==> src/rtl/calc_pkg.sv <==
// Shared calculator types: entry/convert FSM states and BCD digit constants.
package calc_pkg;

    localparam int unsigned DIGIT_W = 4;
    localparam logic [DIGIT_W-1:0] BCD_MAX = 4'd9;

    typedef enum logic [1:0] {
        ENTRY   = 2'd0,
        CONVERT = 2'd1,
        DONE    = 2'd2
    } state_e;

endpackage

==> src/rtl/bcd_entry_buffer.sv <==
// Shift-register BCD digit buffer: newest digit in slot 0, append/backspace/clear.
// Backspace logic exists only when ENTRY_BACKSPACE_EN is defined.
module bcd_entry_buffer
    import calc_pkg::*;
#(
    parameter int unsigned MAX_DIGITS = 6
) (
    input  logic                                 clk_i,
    input  logic                                 rst_ni,
    input  logic                                 append_i,
`ifdef ENTRY_BACKSPACE_EN
    input  logic                                 backspace_i,
`endif
    input  logic                                 clear_i,
    input  logic [DIGIT_W-1:0]                   digit_i,
    output logic [MAX_DIGITS-1:0][DIGIT_W-1:0]   bcd_o,
    output logic [2:0]                           count_o,
    output logic                                 full_o
);

    logic [MAX_DIGITS-1:0][DIGIT_W-1:0] bcd_q, bcd_d;
    logic [2:0]                         count_q, count_d;
    logic                               full_q, full_d;

    // Clear dominates; a full buffer silently drops appends.
    always_comb begin
        bcd_d   = bcd_q;
        count_d = count_q;
        if (clear_i) begin
            bcd_d   = '0;
            count_d = 3'd0;
`ifdef ENTRY_BACKSPACE_EN
        end else if (backspace_i) begin
            if (count_q != 3'd0) begin
                for (int i = 0; i < int'(MAX_DIGITS) - 1; i++) begin
                    bcd_d[i] = bcd_q[i+1];
                end
                bcd_d[MAX_DIGITS-1] = '0;
                count_d             = count_q - 3'd1;
            end
`endif
        end else if (append_i && !full_q) begin
            for (int i = int'(MAX_DIGITS) - 1; i > 0; i--) begin
                bcd_d[i] = bcd_q[i-1];
            end
            bcd_d[0] = digit_i;
            count_d  = count_q + 3'd1;
        end
        full_d = (count_d == 3'(MAX_DIGITS));
    end

    always_ff @(posedge clk_i or negedge rst_ni) begin
        if (!rst_ni) begin
            bcd_q   <= '0;
            count_q <= 3'd0;
            full_q  <= 1'b0;
        end else begin
            bcd_q   <= bcd_d;
            count_q <= count_d;
            full_q  <= full_d;
        end
    end

    assign bcd_o   = bcd_q;
    assign count_o = count_q;
    assign full_o  = full_q;

endmodule

==> src/rtl/decimal_entry_collector.sv <==
// Signed decimal entry: strobe-driven BCD buffer plus serial BCD-to-binary converter.
// Optional backspace support is selected by the ENTRY_BACKSPACE_EN macro.
module decimal_entry_collector
    import calc_pkg::*;
#(
    parameter int unsigned MAX_DIGITS = 6,
    parameter int unsigned VALUE_W    = 40
) (
    input  logic                          clk_i,
    input  logic                          rst_ni,
    input  logic [DIGIT_W-1:0]            i_digit,
    input  logic                          i_digit_stb,
    input  logic                          i_backspace_stb,
    input  logic                          i_sign_stb,
    input  logic                          i_clear_stb,
    input  logic                          i_commit_stb,
    output logic [DIGIT_W*MAX_DIGITS-1:0] o_bcd,
    output logic [2:0]                    o_digit_count,
    output logic                          o_full,
    output logic                          o_busy,
    output logic [VALUE_W-1:0]            o_value,
    output logic                          o_sign,
    output logic                          o_valid,
    output logic                          o_err
);

    localparam int unsigned IDX_W = (MAX_DIGITS > 1) ? $clog2(MAX_DIGITS) : 1;

    state_e                             state_q, state_d;
    logic [MAX_DIGITS-1:0][DIGIT_W-1:0] snap_q, snap_d;
    logic [IDX_W-1:0]                   idx_q, idx_d;
    logic [VALUE_W-1:0]                 acc_q, acc_d;
    logic [VALUE_W-1:0]                 value_q, value_d;
    logic                               psign_q, psign_d;
    logic                               csign_q, csign_d;
    logic                               sign_q, sign_d;
    logic                               valid_q, valid_d;
    logic                               err_q, err_d;
    logic                               busy_q, busy_d;

    logic                               buf_append, buf_clear, bs_eff;
    logic [MAX_DIGITS-1:0][DIGIT_W-1:0] bcd_w;

`ifdef ENTRY_BACKSPACE_EN
    logic buf_backspace;
    assign bs_eff = i_backspace_stb;
`else
    logic unused_backspace;
    assign unused_backspace = i_backspace_stb;
    assign bs_eff           = 1'b0;
`endif

    bcd_entry_buffer #(
        .MAX_DIGITS (MAX_DIGITS)
    ) u_buffer (
        .clk_i       (clk_i),
        .rst_ni      (rst_ni),
        .append_i    (buf_append),
`ifdef ENTRY_BACKSPACE_EN
        .backspace_i (buf_backspace),
`endif
        .clear_i     (buf_clear),
        .digit_i     (i_digit),
        .bcd_o       (bcd_w),
        .count_o     (o_digit_count),
        .full_o      (o_full)
    );

    // Entry strobe priority: clear > commit > backspace > digit > sign.
    always_comb begin
        state_d    = state_q;
        snap_d     = snap_q;
        idx_d      = idx_q;
        acc_d      = acc_q;
        value_d    = value_q;
        psign_d    = psign_q;
        csign_d    = csign_q;
        sign_d     = sign_q;
        valid_d    = 1'b0;
        err_d      = err_q;
        buf_append = 1'b0;
        buf_clear  = 1'b0;
`ifdef ENTRY_BACKSPACE_EN
        buf_backspace = 1'b0;
`endif

        unique case (state_q)
            ENTRY: begin
                if (i_clear_stb) begin
                    buf_clear = 1'b1;
                    psign_d   = 1'b0;
                    err_d     = 1'b0;
                end else if (i_commit_stb) begin
                    state_d = CONVERT;
                    snap_d  = bcd_w;
                    csign_d = psign_q;
                    acc_d   = '0;
                    idx_d   = IDX_W'(MAX_DIGITS - 1);
                end else if (bs_eff) begin
`ifdef ENTRY_BACKSPACE_EN
                    buf_backspace = 1'b1;
`endif
                end else if (i_digit_stb) begin
                    if (i_digit > BCD_MAX) begin
                        err_d = 1'b1;
                    end else begin
                        buf_append = 1'b1;
                    end
                end else if (i_sign_stb) begin
                    psign_d = ~psign_q;
                end
            end

            // Horner step, most significant slot first: acc*10 = acc*8 + acc*2.
            CONVERT: begin
                if (i_clear_stb) begin
                    state_d   = ENTRY;
                    buf_clear = 1'b1;
                    psign_d   = 1'b0;
                    err_d     = 1'b0;
                end else begin
                    acc_d = (acc_q << 3) + (acc_q << 1) + VALUE_W'(snap_q[idx_q]);
                    if (idx_q == '0) begin
                        state_d   = DONE;
                        value_d   = acc_d;
                        sign_d    = csign_q && (acc_d != '0);
                        valid_d   = 1'b1;
                        buf_clear = 1'b1;
                        psign_d   = 1'b0;
                    end else begin
                        idx_d = idx_q - IDX_W'(1);
                    end
                end
            end

            DONE: begin
                state_d = ENTRY;
            end

            default: begin
                state_d = ENTRY;
            end
        endcase

        busy_d = (state_d != ENTRY);
    end

    always_ff @(posedge clk_i or negedge rst_ni) begin
        if (!rst_ni) begin
            state_q <= ENTRY;
            snap_q  <= '0;
            idx_q   <= '0;
            acc_q   <= '0;
            value_q <= '0;
            psign_q <= 1'b0;
            csign_q <= 1'b0;
            sign_q  <= 1'b0;
            valid_q <= 1'b0;
            err_q   <= 1'b0;
            busy_q  <= 1'b0;
        end else begin
            state_q <= state_d;
            snap_q  <= snap_d;
            idx_q   <= idx_d;
            acc_q   <= acc_d;
            value_q <= value_d;
            psign_q <= psign_d;
            csign_q <= csign_d;
            sign_q  <= sign_d;
            valid_q <= valid_d;
            err_q   <= err_d;
            busy_q  <= busy_d;
        end
    end

    assign o_bcd   = bcd_w;
    assign o_busy  = busy_q;
    assign o_value = value_q;
    assign o_sign  = sign_q;
    assign o_valid = valid_q;
    assign o_err   = err_q;

endmodule
==> config.mk <==
export PLATFORM = sky130hd
export DESIGN_NAME = decimal_entry_collector
export DESIGN_NICKNAME = d
export VERILOG_FILES = /design/src/rtl/calc_pkg.sv /design/src/rtl/bcd_entry_buffer.sv /design/src/rtl/decimal_entry_collector.sv
export SDC_FILE = /design/constraint.sdc
export NUM_CORES = 1
export LEC_CHECK = 0
export ABC_AREA = 1
export CORE_MARGIN = 1
export CORE_UTILIZATION = 50
export DETAILED_ROUTE_END_ITERATION = 6
export PLACE_DENSITY = 0.7
export SETUP_SLACK_MARGIN = 0.1
export SYNTH_ARGS = -nofsm -noshare
export SYNTH_HDL_FRONTEND = slang
export SYNTH_SLANG_ARGS = --single-unit
==> constraint.sdc <==
create_clock -name clk_i -period 5.5 [get_ports clk_i]
set_input_delay 0.825 -clock clk_i [delete_from_list [all_inputs] [get_ports clk_i]]
set_output_delay 0.825 -clock clk_i [all_outputs]
set_load 0.03 [all_outputs]
## After elaboration in Yosys (flattened, before gate mapping)

Cells that the tools add are included.

| word-level totals | value |
|---|---|
| flip-flop bits (word level) | 142 |
| input port bits | 11 |
| output and inout bits | 72 |
| logic and storage cells | 104 |

| cells by class | value |
|---|---|
| add/subtract/negate cells | 4 |
| $lt $le $gt $ge | 2 |
| equal/unequal tests | 13 |
| mux-type cells | 44 |
| bitwise logic cells | 2 |
| reduce and logical (&&, ||, !) cells | 15 |

Operator list:

| kind | count |
|---|---|
| 39-bit 2-to-1 mux | 3 |
| 39-bit case mux with 2 select lines | 1 |
| 24-bit 2-to-1 mux | 2 |
| 40-bit by 4-bit adder with 40-bit output | 1 |
| 40-bit adder | 1 |
| 40-bit nonzero test | 1 |
| 1-bit 2-to-1 mux | 21 |
| 3-bit 2-to-1 mux | 6 |
| 3-bit != test (second input constant) | 6 |
| 5-bit AND reduction | 3 |
| 4-bit binary-select mux with 3-bit select | 1 |
| 2-bit != test (second input constant) | 5 |
| 2-bit 2-to-1 mux | 4 |
| 1-bit case mux with 2 select lines | 3 |
| 3-bit case mux with 2 select lines | 1 |
| 3-bit AND reduction | 2 |
| 2-bit nonzero test | 3 |
| 4-bit greater-than comparator (second input constant) | 1 |
| 3-bit by 4-bit less-than comparator with 1-bit output (second input constant) | 1 |
| 4-bit 2-to-1 mux | 1 |
| 2-bit case mux with 2 select lines | 1 |
| 4-bit AND reduction | 1 |
| 3-bit by 1-bit adder with 3-bit output (second input constant) | 1 |
| 3-bit == test (second input constant) | 1 |
| other kinds (7) | 9 |

## Logic depth before layout (Yosys ltp)

| logic depth | value |
|---|---|
| depth after elaboration | 10 |
| gate-level depth with buffers | 27 |
| depth with buffers taken out | 26 |

## Cells and area by module

A second synthesis with hierarchy kept.

| second synthesis, totals | value |
|---|---|
| cells, all modules | 1276 |
| area total of the unflattened synthesis | 9312.7 um^2 |

By module, submodules not included:

| module | instances | cells an instance | area each (um^2) | sequential area each (um^2) |
|---|---|---|---|---|
| decimal_entry_collector | 1 | 1152 | 8054.0 | 2852.7 |
| bcd_entry_buffer | 1 | 124 | 1258.7 | 700.7 |

## Worst setup path before layout

No wires, ideal clock.

| path | value |
|---|---|
| path kind | register to register |
| from | reg idx_q[0] |
| to | reg sign_q (netlist: o_sign) |
| library setup time | 0.117 ns |
| arrival | 3.135 ns |
| data required time | 5.383 ns |
| slack | 2.249 ns |
| stages on the path, launching flop included | 23 |
| path buffers | 1 |
| clock period less this slack | 3.251 ns |
| path through | dfrtp_1 > inv_1 > buf_1 > nor2_1 > o22ai_1 > a21oi_1 > fa_1 > fa_1 > inv_1 > nand3_1 > nand3_2 > nand2_1 > nand2_1 > nand2_1 > nand2_1 > xnor2_1 > nand2_1 > nor2_1 > nand2_1 > nor2_1 > nand3_1 > nand2_1 > nand2_1 |

| between the ends | value |
|---|---|
| longest elaborated chain between the ends | 5 |
| elaborated cells between the ends (all ways) | 7 |
| classes of those cells | add/sub: 1; mux: 2; reduce/logical: 4 |

RTL lines:

| item | RTL line | RTL |
|---|---|---|
| start, declared | decimal_entry_collector.sv:31 | `logic [IDX_W-1:0] idx_q, idx_d;` |
| start signal, assigned | decimal_entry_collector.sv:164 | `idx_q <= idx_d;` |
| 4-bit binary-select mux with 3-bit select | decimal_entry_collector.sv:122 | `acc_d = (acc_q << 3) + (acc_q << 1) + VALUE_W'(snap_q[idx_q]);` |
| 4-bit 2-to-1 mux (not written as such) | decimal_entry_collector.sv:122 |  |
| 40-bit by 4-bit adder with 40-bit output | decimal_entry_collector.sv:122 |  |
| 40-bit nonzero test | decimal_entry_collector.sv:126 | `sign_d = csign_q && (acc_d != '0);` |
| 1-bit logical AND | decimal_entry_collector.sv:126 |  |
| end signal, assigned | decimal_entry_collector.sv:169 | `sign_q <= sign_d;` |
| end, declared | decimal_entry_collector.sv:36 | `logic sign_q, sign_d;` |

Parallel ways exist; a longest one is shown, timed or not. The select of a mux whose other input is x is not followed.
A chain may end at the register's enable or synchronous reset.

## Final worst setup path

Ends and elaborated chain as after synthesis.

==> run_results.csv <==
group,metric,value,unit
global_routing,antenna_found_initial,0,
timing,worst_pin_slew,1.11,ns
final_layout,layout-drive-gt1-share,6.63,%
global_routing,grt_pass1_vias,7967,
logic_synthesis,syn-num-nets,1346,
final_layout,diodes,0,
logic_synthesis,yosysWarnings,0,
power_and_ir_drop,p_leak,0.00578,uW
power_and_ir_drop,power,5490,uW
place,dpl.hpwl,17600,um
cts,numCtsBuffers,17,
drt,drtPass1Iterations,5,
cts,hold_buffers,0,
drt,vias,8116,
logic_synthesis,yosys-top-cells-count,"nand2_1 (386), inv_1 (187), dfrtp_1 (142)",
cts,clkTransAtPathRegs,0.06,ns
timing,rsz0062_at_grt,"false",
critical_path,cp.arrival,4.60,ns
status,outcome,"finished clean",
critical_path,path_max_fanout,16,
timing,slew_headroom,25.8,%
critical_path,endpoint_kind,"flop",
die,dieWidth,138,um
timing,setup-tns-final,0,ns
logic_synthesis,ys_ff_latch,142,
timing,drv_slew,0,
die,core-area,18000,um2
drt,final_antenna_net_count,0,
timing,setup_viol,0,
critical_path,rr_worst_depth,24,
timing,hold_ws,0.473,ns
cts,cts.htree.levels,4,
cts,cts_resized,0,
logic_synthesis,yosysMostFrequentCell,"nand2_1",
place,place_congestion,0.900,
cts,cts_root_buf,"clkbuf_16",
global_routing,overflow,0,
final_layout,fillers,1690,
power_and_ir_drop,p_per_area,507,nW/um2
critical_path,crit_top_cell,"nand2_1",
cts,postCtsSetupBuffers,0,
die,placementRows,49,
cts,clkSinkCount,142,
logic_synthesis,ys_types,36,
timing,finClkSkew,0.0123,ns
drt,drt_iter0_drc,556,
drt,routed_wl,23300,um
critical_path,r2r_slack,1.22,ns
cts,clock_path_buffers,2,
logic_synthesis,netlist_instances,1256,
die,io_pins,83,
timing,finalHoldViolations,0,
final_layout,area_growth,17.9,%
critical_path,worstPathCellList,"inv_1 > o21ai_0 > o22ai_1 > nand2_1 > o21ai_0 > ha_1 > ha_1 > inv_1 > fa_1 > inv_1 > nand3_1 > nand3_2 > nand2_1 > nand2_1 > nand2_1 > nand2_1 > xnor2_1 > nand2_1 > nor2_1 > nand2_1 > nor2_1 > nand3_1 > nand2_1 > nand2_1",
global_routing,grt_pass1_wl,38800,um
final_layout,fin_nets,1420,
logic_synthesis,async_flop_share,100,%
critical_path,timing.rr.end,"o_sign",
cts,cts_tree,"built",
logic_synthesis,ys_seq_area_share,38.7,%
die,initial_core_util,51.1,%
die,die_area,18900,um2
cts,clock_latency,0.43,ns
logic_synthesis,synth_edf_count,0,
global_routing,grt_max_degree,98,
logic_synthesis,synth_area_per_cell,7.31,um2
critical_path,cp_slowest_cell,"dfrtp_1",
logic_synthesis,synth_largest_area_cell,"dfrtp_1",
logic_synthesis,synth_top_area_share,38.7,%
critical_path,critPathRequiredTime,5.82,ns
drt,routed_via_density,5.16,
critical_path,worstSetupStartpointType,"flop",
job,cap_violations,0,
timing,fin_crit_sh,77.9,%
drt,wl_per_cell,14.8,um
logic_synthesis,syn_area,9180,um2
power_and_ir_drop,irDropWorstVdd,0.344,mV
timing,post-route-min-period,4.28,ns
die,chipHeight,138,um
critical_path,r2r_start,"idx_q[0]",
logic_synthesis,synth-main-ff-cell,"dfrtp_1",
critical_path,worstSetupPathType,"flop to flop",
critical_path,max_stage_delay,0.58,ns
timing,max_freq,234,MHz
drt,remaining_drc_errors,0,
global_routing,track_usage,26.5,%
logic_synthesis,yosys-top-cells-area,"dfrtp_1 (39%), nand2_1 (16%), ha_1 (10%)",
hold_path,hold_class,"input pin to async pin",
place,io_buffers,81,
==> metrics by stage <==
step	cells	setup WS (ns)	cell area, um2	util, %
floorplan	1256	2.25	9180	-
global placement	1540	1.35	10200	56.8
detailed placement	1540	1.31	10200	56.8
CTS	1572	1.30	10800	60.3
global route	1572	0.974	10800	60.3
finish	1572	1.22	10800	60.3
==> cell families (layout without fill, tap and decap cells) <==
group | Yosys count | count (layout) | synth area share, %
adder cells (fa/ha/maj) | 79 | 79 | 10.9
flip-flops | 142 | 142 | 38.7
AO/OA/AOI/OAI | 182 | 182 | 10.7
AND/OR/NAND/NOR | 612 | 612 | 28.8
XOR/XNOR | 17 | 17 | 1.62
buffers and inverters | 224 | 311 | 9.25
==> worst max-delay path by stage <==
stage / startpoint / end / depth (start not counted) / slack, ns
4_1_cts: idx_q[0] / o_sign / 21 / 1.30
5_1_grt: idx_q[0] / o_sign / 24 / 0.97
2_1_floorplan: idx_q[0] / o_sign / 22 / 2.25
3_5_place_dp: idx_q[0] / o_sign / 21 / 1.31
3_3_place_gp: idx_q[0] / o_sign / 21 / 1.35
6_report: idx_q[0] / o_sign / 24 / 1.22
==> per-layer routing <==
| metal | global-route usage [%] | part of all wire (%) |
|---|---|---|
| met1 | 33.9 | 47 |
| met5 | 0 | 0 |
| met2 | 45.4 | 48 |
| met4 | 7.02 | 1.6 |
| met3 | 5.41 | 4.0 |
==> worst max-delay path: cells and delay by family, from the launching register on <==
kind / cells / cell delay (ns)
XOR/XNOR: 1 / 0.17
flip-flops: 1 / 0.58
adder cells (fa/ha/maj): 3 / 0.90
buffers and inverters: 3 / 0.50
AND/OR/NAND/NOR: 14 / 1.53
AO/OA/AOI/OAI: 3 / 0.50
==> registers in the layout, indices dropped and copies added, names as in the netlist <==
signal            count
o_err                 1
psign_q               1
idx_q                 3
o_sign                1
csign_q               1
snap_q               24
o_value              40
u_buffer.full_o       1
u_buffer.bcd_o       24
state_q               2
acc_q                39
o_busy                1
u_buffer.count_o      3
o_valid               1
==> layout by cell type, fill, tap and decap left out, types with 11 or more instances in the layout <==
cell             instances
nor2_1                  83
dfrtp_1                142
nand3_1                 68
o21ai_0                113
ha_1                    77
clkdlybuf4s50_1         80
nand2_1                386
a21oi_1                 31
clkbuf_16               17
nand4_1                 11
o22ai_1                 26
inv_1                  186
nand2_2                 19
==> cell type report <==
cell class	count	area (um2)	share of cell area (%)
clock inverter	14	190	1.76
multi-input combinational	890	4790	44.2
inverter	193	724	6.69
tap	229	287	2.65
timing repair buffer	86	850	7.85
sequential	142	3550	32.8
clock buffer	18	439	4.06
==> power by group <==
part | switching [uW] | total (uW) | internal, uW | leakage, uW
sequential | 225 | 1560 | 1330 | 0.00190
clock | 518 | 1230 | 710 | 0.000311
combinational | 1720 | 2710 | 990 | 0.00357
(Power assumes the default switching activity.)
